`src/rtl/mdu_pkg.sv`:
```
// Shared definitions for the iterative multiply/divide unit:
// op encodings, control states and the iteration counter width.
package mdu_pkg;

  localparam logic [1:0] OP_MULT  = 2'd0;
  localparam logic [1:0] OP_MULTU = 2'd1;
  localparam logic [1:0] OP_DIV   = 2'd2;
  localparam logic [1:0] OP_DIVU  = 2'd3;

  typedef enum logic [1:0] {
    ST_IDLE,
    ST_RUN,
    ST_FIX
  } state_t;

  // Counter must hold 0..width so a full run of width iterations fits.
  function automatic int unsigned cnt_width(input int unsigned width);
    return $clog2(width + 1);
  endfunction

endpackage

```
`src/rtl/mdu_abs.sv`:
```
// Magnitude and sign extraction for one operand; a signed operand is
// negated to its magnitude, an unsigned operand passes through unchanged.
module mdu_abs #(
  parameter int unsigned WIDTH = 32
) (
  input  logic [WIDTH-1:0] value,
  input  logic             is_signed,
  output logic [WIDTH-1:0] mag,
  output logic             sign
);

  // Two's-complement negate when the operand is signed and negative.
  always_comb begin
    sign = is_signed & value[WIDTH-1];
    mag  = sign ? ('0 - value) : value;
  end

endmodule

```
`src/rtl/mdu_iterative.sv`:
```
// Multi-cycle multiply/divide unit with HI/LO registers.
// One result bit per RUN cycle over operand magnitudes, signs restored in FIX.
// Optional build macro MDU_EARLY_OUT_EN: multiplication leaves RUN once the
// remaining multiplier bits are all zero (minimum one RUN cycle).
module mdu_iterative
  import mdu_pkg::*;
#(
  parameter int unsigned WIDTH = 32
) (
  input  logic             clock,
  input  logic             reset,
  input  logic             start,
  input  logic [1:0]       op,
  input  logic [WIDTH-1:0] a,
  input  logic [WIDTH-1:0] b,
  input  logic             cancel,
  input  logic             hi_we,
  input  logic             lo_we,
  input  logic [WIDTH-1:0] wdata,
  output logic             busy,
  output logic             done,
  output logic             div_zero,
  output logic [WIDTH-1:0] hi,
  output logic [WIDTH-1:0] lo
);

  localparam int unsigned CNT_W = cnt_width(WIDTH);

  state_t state, state_next;

  logic               is_div_q;
  logic               neg_q;
  logic               neg_rem_q;
  logic [2*WIDTH-1:0] acc;
  logic [2*WIDTH-1:0] mcand;
  logic [WIDTH-1:0]   y;
  logic [CNT_W-1:0]   cnt;

  logic               op_is_div;
  logic               op_is_signed;
  logic               dz_start;
  logic [WIDTH-1:0]   mag_a, mag_b;
  logic               sign_a, sign_b;
  logic               last_iter;
  logic               early_exit;
  logic               done_next;
  logic               dz_next;

  logic [2*WIDTH-1:0] mult_acc_next;
  logic [WIDTH:0]     div_shifted;
  logic               div_ge;
  logic [WIDTH-1:0]   div_rem_next;
  logic [2*WIDTH-1:0] prod_fixed;
  logic [WIDTH-1:0]   res_hi, res_lo;

  assign op_is_div    = (op == OP_DIV) || (op == OP_DIVU);
  assign op_is_signed = (op == OP_MULT) || (op == OP_DIV);
  assign dz_start     = start && op_is_div && (b == '0);

  mdu_abs #(.WIDTH(WIDTH)) u_abs_a (
    .value     (a),
    .is_signed (op_is_signed),
    .mag       (mag_a),
    .sign      (sign_a)
  );

  mdu_abs #(.WIDTH(WIDTH)) u_abs_b (
    .value     (b),
    .is_signed (op_is_signed),
    .mag       (mag_b),
    .sign      (sign_b)
  );

  assign last_iter = (cnt == CNT_W'(WIDTH - 1));

`ifdef MDU_EARLY_OUT_EN
  // After this iteration only y[WIDTH-1:1] remains to be consumed.
  assign early_exit = !is_div_q && (y[WIDTH-1:1] == '0);
`else
  assign early_exit = 1'b0;
`endif

  // One iteration of shift-add multiply and restoring divide, plus the FIX-stage sign restore.
  always_comb begin
    mult_acc_next = y[0] ? (acc + mcand) : acc;
    div_shifted   = {acc[2*WIDTH-1:WIDTH], acc[WIDTH-1]};
    div_ge        = (div_shifted >= {1'b0, y});
    div_rem_next  = div_ge ? (div_shifted[WIDTH-1:0] - y) : div_shifted[WIDTH-1:0];
    prod_fixed    = neg_q ? ('0 - acc) : acc;
    if (is_div_q) begin
      res_lo = neg_q     ? ('0 - acc[WIDTH-1:0])       : acc[WIDTH-1:0];
      res_hi = neg_rem_q ? ('0 - acc[2*WIDTH-1:WIDTH]) : acc[2*WIDTH-1:WIDTH];
    end else begin
      res_lo = prod_fixed[WIDTH-1:0];
      res_hi = prod_fixed[2*WIDTH-1:WIDTH];
    end
  end

  // Next-state and handshake decode; a zero divisor completes straight from IDLE.
  always_comb begin
    state_next = state;
    done_next  = 1'b0;
    dz_next    = 1'b0;
    case (state)
      ST_IDLE: begin
        if (start) begin
          if (dz_start) begin
            done_next = 1'b1;
            dz_next   = 1'b1;
          end else begin
            state_next = ST_RUN;
          end
        end
      end
      ST_RUN: begin
        if (cancel) begin
          state_next = ST_IDLE;
        end else if (last_iter || early_exit) begin
          state_next = ST_FIX;
        end
      end
      ST_FIX: begin
        state_next = ST_IDLE;
        done_next  = !cancel;
      end
      default: state_next = ST_IDLE;
    endcase
  end

  // State, handshake outputs, HI/LO and the iteration datapath.
  always_ff @(posedge clock) begin
    if (reset) begin
      state     <= ST_IDLE;
      busy      <= 1'b0;
      done      <= 1'b0;
      div_zero  <= 1'b0;
      hi        <= '0;
      lo        <= '0;
      is_div_q  <= 1'b0;
      neg_q     <= 1'b0;
      neg_rem_q <= 1'b0;
      acc       <= '0;
      mcand     <= '0;
      y         <= '0;
      cnt       <= '0;
    end else begin
      state    <= state_next;
      busy     <= (state_next != ST_IDLE);
      done     <= done_next;
      div_zero <= dz_next;

      if (!busy && hi_we) hi <= wdata;
      if (!busy && lo_we) lo <= wdata;

      case (state)
        ST_IDLE: begin
          if (start && !dz_start) begin
            is_div_q  <= op_is_div;
            neg_q     <= sign_a ^ sign_b;
            neg_rem_q <= sign_a;
            cnt       <= '0;
            y         <= mag_b;
            mcand     <= {{WIDTH{1'b0}}, mag_a};
            // Divide keeps {remainder, dividend/quotient} in acc; multiply starts from zero.
            acc       <= op_is_div ? {{WIDTH{1'b0}}, mag_a} : '0;
          end
        end
        ST_RUN: begin
          cnt <= cnt + CNT_W'(1);
          if (is_div_q) begin
            acc <= {div_rem_next, acc[WIDTH-2:0], div_ge};
          end else begin
            acc   <= mult_acc_next;
            mcand <= mcand << 1;
            y     <= y >> 1;
          end
        end
        ST_FIX: begin
          if (!cancel) begin
            hi <= res_hi;
            lo <= res_lo;
          end
        end
        default: ;
      endcase
    end
  end

endmodule

```
`config.mk`:
```
export PLATFORM = sky130hd
export DESIGN_NAME = mdu_iterative
export DESIGN_NICKNAME = d
export VERILOG_FILES = /design/src/rtl/mdu_pkg.sv /design/src/rtl/mdu_abs.sv /design/src/rtl/mdu_iterative.sv
export SDC_FILE = /design/constraint.sdc
export NUM_CORES = 1
export LEC_CHECK = 0
export ABC_AREA = 0
export CAP_MARGIN = 15
export CORE_MARGIN = 1
export CORE_UTILIZATION = 45
export DETAILED_ROUTE_END_ITERATION = 10
export PLACE_DENSITY = 0.7
export REMOVE_ABC_BUFFERS = 1
export SYNTH_ARGS = -nofsm -noshare
export SYNTH_HDL_FRONTEND = slang
export SYNTH_SLANG_ARGS = --single-unit
```
`constraint.sdc`:
```
create_clock -name clock -period 2.9 [get_ports clock]
set_clock_uncertainty 0.05 [all_clocks]
set_input_delay 0.29 -clock clock [delete_from_list [all_inputs] [get_ports clock]]
set_output_delay 0.29 -clock clock [all_outputs]
set_load 0.05 [all_outputs]
```
---- Word-level counts from Yosys, hierarchy flattened ----
Index checks and enable logic that the tools add are counted.
Widths: inputs -> output; s select.
storage, ports and cells
  bits of input ports ..................... 104
  output and inout bits ................... 67
  register bits ........................... 238
  logic and storage cells ................. 89
cells by class
  magnitude comparators ................... 1
  equal/unequal tests ..................... 8
  reduce and logical (&&, ||, !) cells .... 20
  bitwise logic cells ..................... 4
  add/subtract/negate cells ............... 8
  multiplexer cells ....................... 35
operators with widths
  operator               count
  $mux 32                16
  $mux 64                6
  $pmux 64 s2            2
  $sub 1x32->32 const A  4
  $add 64x64->64         1
  $pmux 32 s2            1
  $sub 1x64->64 const A  1
  $ge 33x32->1           1
  $logic_not 32->1       1
  $sub 32x32->32         1
  $pmux 6 s2             1
  $mux 2                 4
  $add 6x1->6 const B    1
  $eq 2x2->1 const B     3
  $eq 6x5->1 const B     1
  $mux 6                 1
  $reduce_and 3->1       2
  $logic_and 1x1->1      5
  $logic_not 2->1        2
  $ne 2x2->1 const B     2
  $pmux 2 s2             1
  $reduce_and 2->1       2
  $reduce_bool 2->1      2
  $logic_not 1->1        3
  other kinds (9)        12

---- Longest topological paths before layout ----
  depth in word-level cells ............... 8
  mapped depth ............................ 16
  depth with buffers taken out ............ 15

---- Cells and area by module ----
Synthesis repeated with hierarchy kept, for this count alone.
unflattened totals
  cells, all modules ...................... 2,525
  area total of the unflattened synthesis .. 18,838.1 µm²
by module, submodules not included
  module         cells each  times used  area an instance (µm²)  seq. area each (µm²)
  mdu_iterative  2,333       1           17,521.8                4,764.6
  mdu_abs        96          2           658.1                   0.0

---- Worst setup path after synthesis ----
No wires, ideal clock.
  path type ............................... flip-flop to flip-flop
  start point ............................. register acc[26]
  end point ............................... register acc[63]
  cell stages (with the launch flop) ...... 13
  slack ................................... -0.255 ns
  arrival time ............................ 2.999 ns
  path buffers ............................ 1
  clock period less this slack ............ 3.155 ns
  path through ............................ dfxtp_1 -> ha_1 -> clkbuf_1 -> nand4_1 -> or2_2 -> nor3_1 -> a21oi_1 -> a32oi_1 -> nand2_1 -> o31ai_1 -> a21boi_0 -> xor2_1 -> o311ai_0
between the ends
  longest elaborated chain between the ends .. 4
ends and longest elaborated chain
  item                    RTL line              RTL
  from (decl)             mdu_iterative.sv:34   logic [2*WIDTH-1:0] acc;
  from (signal assigned)  mdu_iterative.sv:165  acc <= op_is_div ? {{WIDTH{1'b0}}, mag_a} : '0;
  from (signal assigned)  mdu_iterative.sv:171  acc <= {div_rem_next, acc[WIDTH-2:0], div_ge};
  from (signal assigned)  mdu_iterative.sv:173  acc <= mult_acc_next;
  $add 64x64->64          mdu_iterative.sv:85   mult_acc_next = y[0] ? (acc + mcand) : acc;
  $mux 64                 mdu_iterative.sv:85
  $mux 64                 mdu_iterative.sv:170  if (is_div_q) begin
  $pmux 64 s2             mdu_iterative.sv:155  case (state)
No other way between the ends. The select of a mux whose other input is x is not followed.
A chain may end at the register's enable or synchronous reset.

---- Worst setup path after layout ----
  start point ............................. register acc[18]
  end point ............................... register hi[27]
between the ends
  longest elaborated chain between the ends .. 5
ends and longest elaborated chain
  item                  RTL line              RTL
  $sub 1x64->64         mdu_iterative.sv:89   prod_fixed = neg_q ? ('0 - acc) : acc;
  $mux 64               mdu_iterative.sv:89
  $mux 32               mdu_iterative.sv:90   if (is_div_q) begin
  $mux 32               mdu_iterative.sv:179  if (!cancel) begin
  $mux 32               mdu_iterative.sv:155
  to (signal assigned)  mdu_iterative.sv:152  if (!busy && hi_we) hi <= wdata;
  to (signal assigned)  mdu_iterative.sv:180  hi <= res_hi;
  to (decl)             mdu_iterative.sv:23   output logic [WIDTH-1:0] hi,
No other way between the ends.

==> flow_metrics.env <==
export IMPL_wire_per_inst_um=19.95
export IMPL_drtAntennaViolNets=0
export IMPL_cts_sinks=238
export IMPL_drt_iter0_drc=1588
export IMPL_syn_area_um2=18520
export IMPL_antenna_found_initial=0
export IMPL_hp_start="reset"
export IMPL_gr_total_overflow=0
export IMPL_path_class="flop to flop"
export IMPL_layout_common_cells="buf_4, nand2_1, nor2_1, a21oi_1, dfxtp_1"
export IMPL_core_area_um2=40190
export IMPL_drt_first_pass_iters=6
export IMPL_final_setup_viol_count=58
export IMPL_layout_nets=3358
export IMPL_cts_max_level=1
export IMPL_grt_pass1_vias=21499
export IMPL_synth_cell_types=74
export IMPL_dp_hpwl_um=53390
export IMPL_multi_input_area_um2=14350
export IMPL_max_vdd_ir_drop_mv=0.3731
export IMPL_min_period_ps=3268
export IMPL_final_layout_size_suffix_gt1_frac=0.2916
export IMPL_vias=21930
export IMPL_hold_buffers=0
export IMPL_die_area_um2=41970
export IMPL_viasPerCell=5.925
export IMPL_crit_path_start="acc[18]$_SDFFE_PP0P_"
export IMPL_clock_path_buffers=3
export IMPL_status="finished, violations left"
export IMPL_drc_errors=0
export IMPL_synth_seq_area_share=0.2573
export IMPL_worst_slew_pin_slew_ps=854.6
export IMPL_rsz0062_at_grt="true"
export IMPL_seq_area_um2=4795
export IMPL_io_buffers=170
export IMPL_grt_pass1_wl_um=111700
export IMPL_slew_headroom=0.4303
export IMPL_violations="negative setup slack"
export IMPL_routabilityCongestion=0.9888
export IMPL_worstPathRequired_ps=3290
export IMPL_die_h_um=204.9
export IMPL_yosys_top_cells_area="dfxtp_1, a21oi_1, ha_1"
export IMPL_syn_inst=2531
export IMPL_cellLeakagePower_uw=0.01182
export IMPL_timing_fmax_mhz=306.0
export IMPL_layout_commonest_cell="buf_4"
export IMPL_maxCapViolCount=0
export IMPL_final_cells=3701
export IMPL_finalHoldViolations=0
export IMPL_finalMaxSlewViolations=0
export IMPL_async_flop_share=0
export IMPL_power_density_nw_per_um2=426.0
export IMPL_root_buffer="clkbuf_16"
export IMPL_avgSynthCellArea_um2=7.316
export IMPL_cp_end_kind="flop"
export IMPL_antennaDiodeCount=0
export IMPL_clk_latency_ps=590
export IMPL_rows=73
export IMPL_cts_tree="yes"
export IMPL_hp_class="primary input to flop"
export IMPL_pin_count=171
export IMPL_grt_use_total=0.3343
export IMPL_postRouteWirelength_um=73850
export IMPL_dpl_cell_count=3586
export IMPL_synth_seq_cells=238
export IMPL_synth_edf_count=0
export IMPL_final_period_utilization=1.127
export IMPL_area_growth_pct=49.97
export IMPL_path_clk_slew_ps=60
export IMPL_yosysWarnings=0
export IMPL_cp_start_kind="flop"
export IMPL_fillers=3302
export IMPL_die_w_um=204.9
export IMPL_ys_flop_type="dfxtp_1"
export IMPL_grt_start_max_net_pins=168
export IMPL_cts_buffers=30
export IMPL_start_util=0.4608
export IMPL_synth_top_area_frac=0.2573
export IMPL_worst_slack_ps=-368.4
export IMPL_worstPathMaxFanout=4
export IMPL_preCtsSetupSlack_ps=-699.2
export IMPL_rr_startpoint="acc[18]$_SDFFE_PP0P_"
export IMPL_worstPathArrival_ps=3660
export IMPL_synth_top_area_cell="dfxtp_1"
-- cell usage after synthesis, drive strengths merged, types with 4 or more instances --
cell type	count
nor2b	16
nand2	291
xor2	82
o211ai	63
or3	20
nor3	43
o22ai	4
and3	17
o31ai	23
a31oi	23
or2	8
a311oi	9
or4	11
nor4	21
inv	79
nand4	27
o221ai	25
and2	10
a211oi	95
a22oi	13
clkbuf	141
ha	100
a21o	40
xnor2	114
buf	23
o21ai	183
nand2b	22
nand3b	6
a21oi	269
a21boi	8
a221oi	10
o41ai	12
o21a	10
dfxtp	238
nor2	263
o21bai	21
mux2i	71
nand3	73
-- sequential cells by signal (all words and copies together) (netlist names) --
register	flops
neg_rem_q	1
busy	1
state	2
neg_q	1
cnt	6
hi	32
y	32
div_zero	1
done	1
acc	64
lo	32
is_div_q	1
mcand	64
-- area by class of cell --
class | count | share of cell area
clock buffers | 39 | 0.03046
inverters | 79 | 0.01077
well taps | 525 | 0.02365
flip-flops and latches | 238 | 0.1727
multi-input cells | 2050 | 0.5167
clock inverters | 17 | 0.008335
repair buffers | 753 | 0.2374
-- final timing paths --
check        slack (ps)                     end  depth (start not counted)
max                -370       hi[27]$_SDFF_PP0_                         10
min                  80  mcand[42]$_SDFFE_PP0P_                          2
max reg2reg        -370       hi[27]$_SDFF_PP0_                         10
min reg2reg         420      y[19]$_SDFFE_PP0P_                          2
-- metrics by stage --
stage	util	cell area (um^2)	TNS (ps)	hold slack [ps]	power (uW)
2_1_floorplan	-	17890	-438040	304.6	5543
3_3_place_gp	0.6082	24440	-77780	405.6	7168
3_5_place_dp	0.6082	24440	-87450	413.4	7230
4_1_cts	0.6612	26570	-7922	64.28	11530
5_1_grt	0.6910	27770	-19700	102.9	12290
6_report	0.6910	27770	-10380	83.63	11830
-- layer usage --
layer / wire (um) / up-vias / GRT usage / part of all wire
met5: 0 / - / 0 / 0
li1: - / 10397 / - / -
met2: 36240 / 877 / 0.6047 / 0.49
met3: 4856 / 221 / 0.04057 / 0.066
met1: 29080 / 10435 / 0.3908 / 0.39
met4: 3676 / 0 / 0.1521 / 0.050
-- repair_timing --
item	4_1_cts	5_1_grt
resized for setup	186	248
buffers inserted	33	28
hold endpoints to repair	0	0
gates cloned	4	6
pin swaps	108	151
endpoints found under the setup margin	81	111
-- critical path, stage by stage (launching register included) --
cell,delay (ps)
dfxtp_2,330
or4_4,530
nor4b_4,300
nand3_2,140
or3_4,380
or4_4,510
and2_4,180
buf_4,140
or3_1,340
a21oi_1,150
a211oi_1,70
-- logic make-up (layout without fill, tap and decap cells) --
kind of cell    count (synthesis)  in the layout  share of synthesized area
simple gates                  841            841                     0.2070
fa+ha+maj                     102            102                    0.06973
buf+inv                       243            888                    0.04993
mux                            73             73                    0.03959
flops                         238            238                     0.2573
xor+xnor                      196            196                    0.09270
compound gates                838            838                     0.2838
-- power by group --
group	switching [uW]	internal [uW]	total (uW)
clock network	1620	2500	4120
registers	151	3480	3630
logic	2210	1870	4080
(Power assumes the default switching activity.)
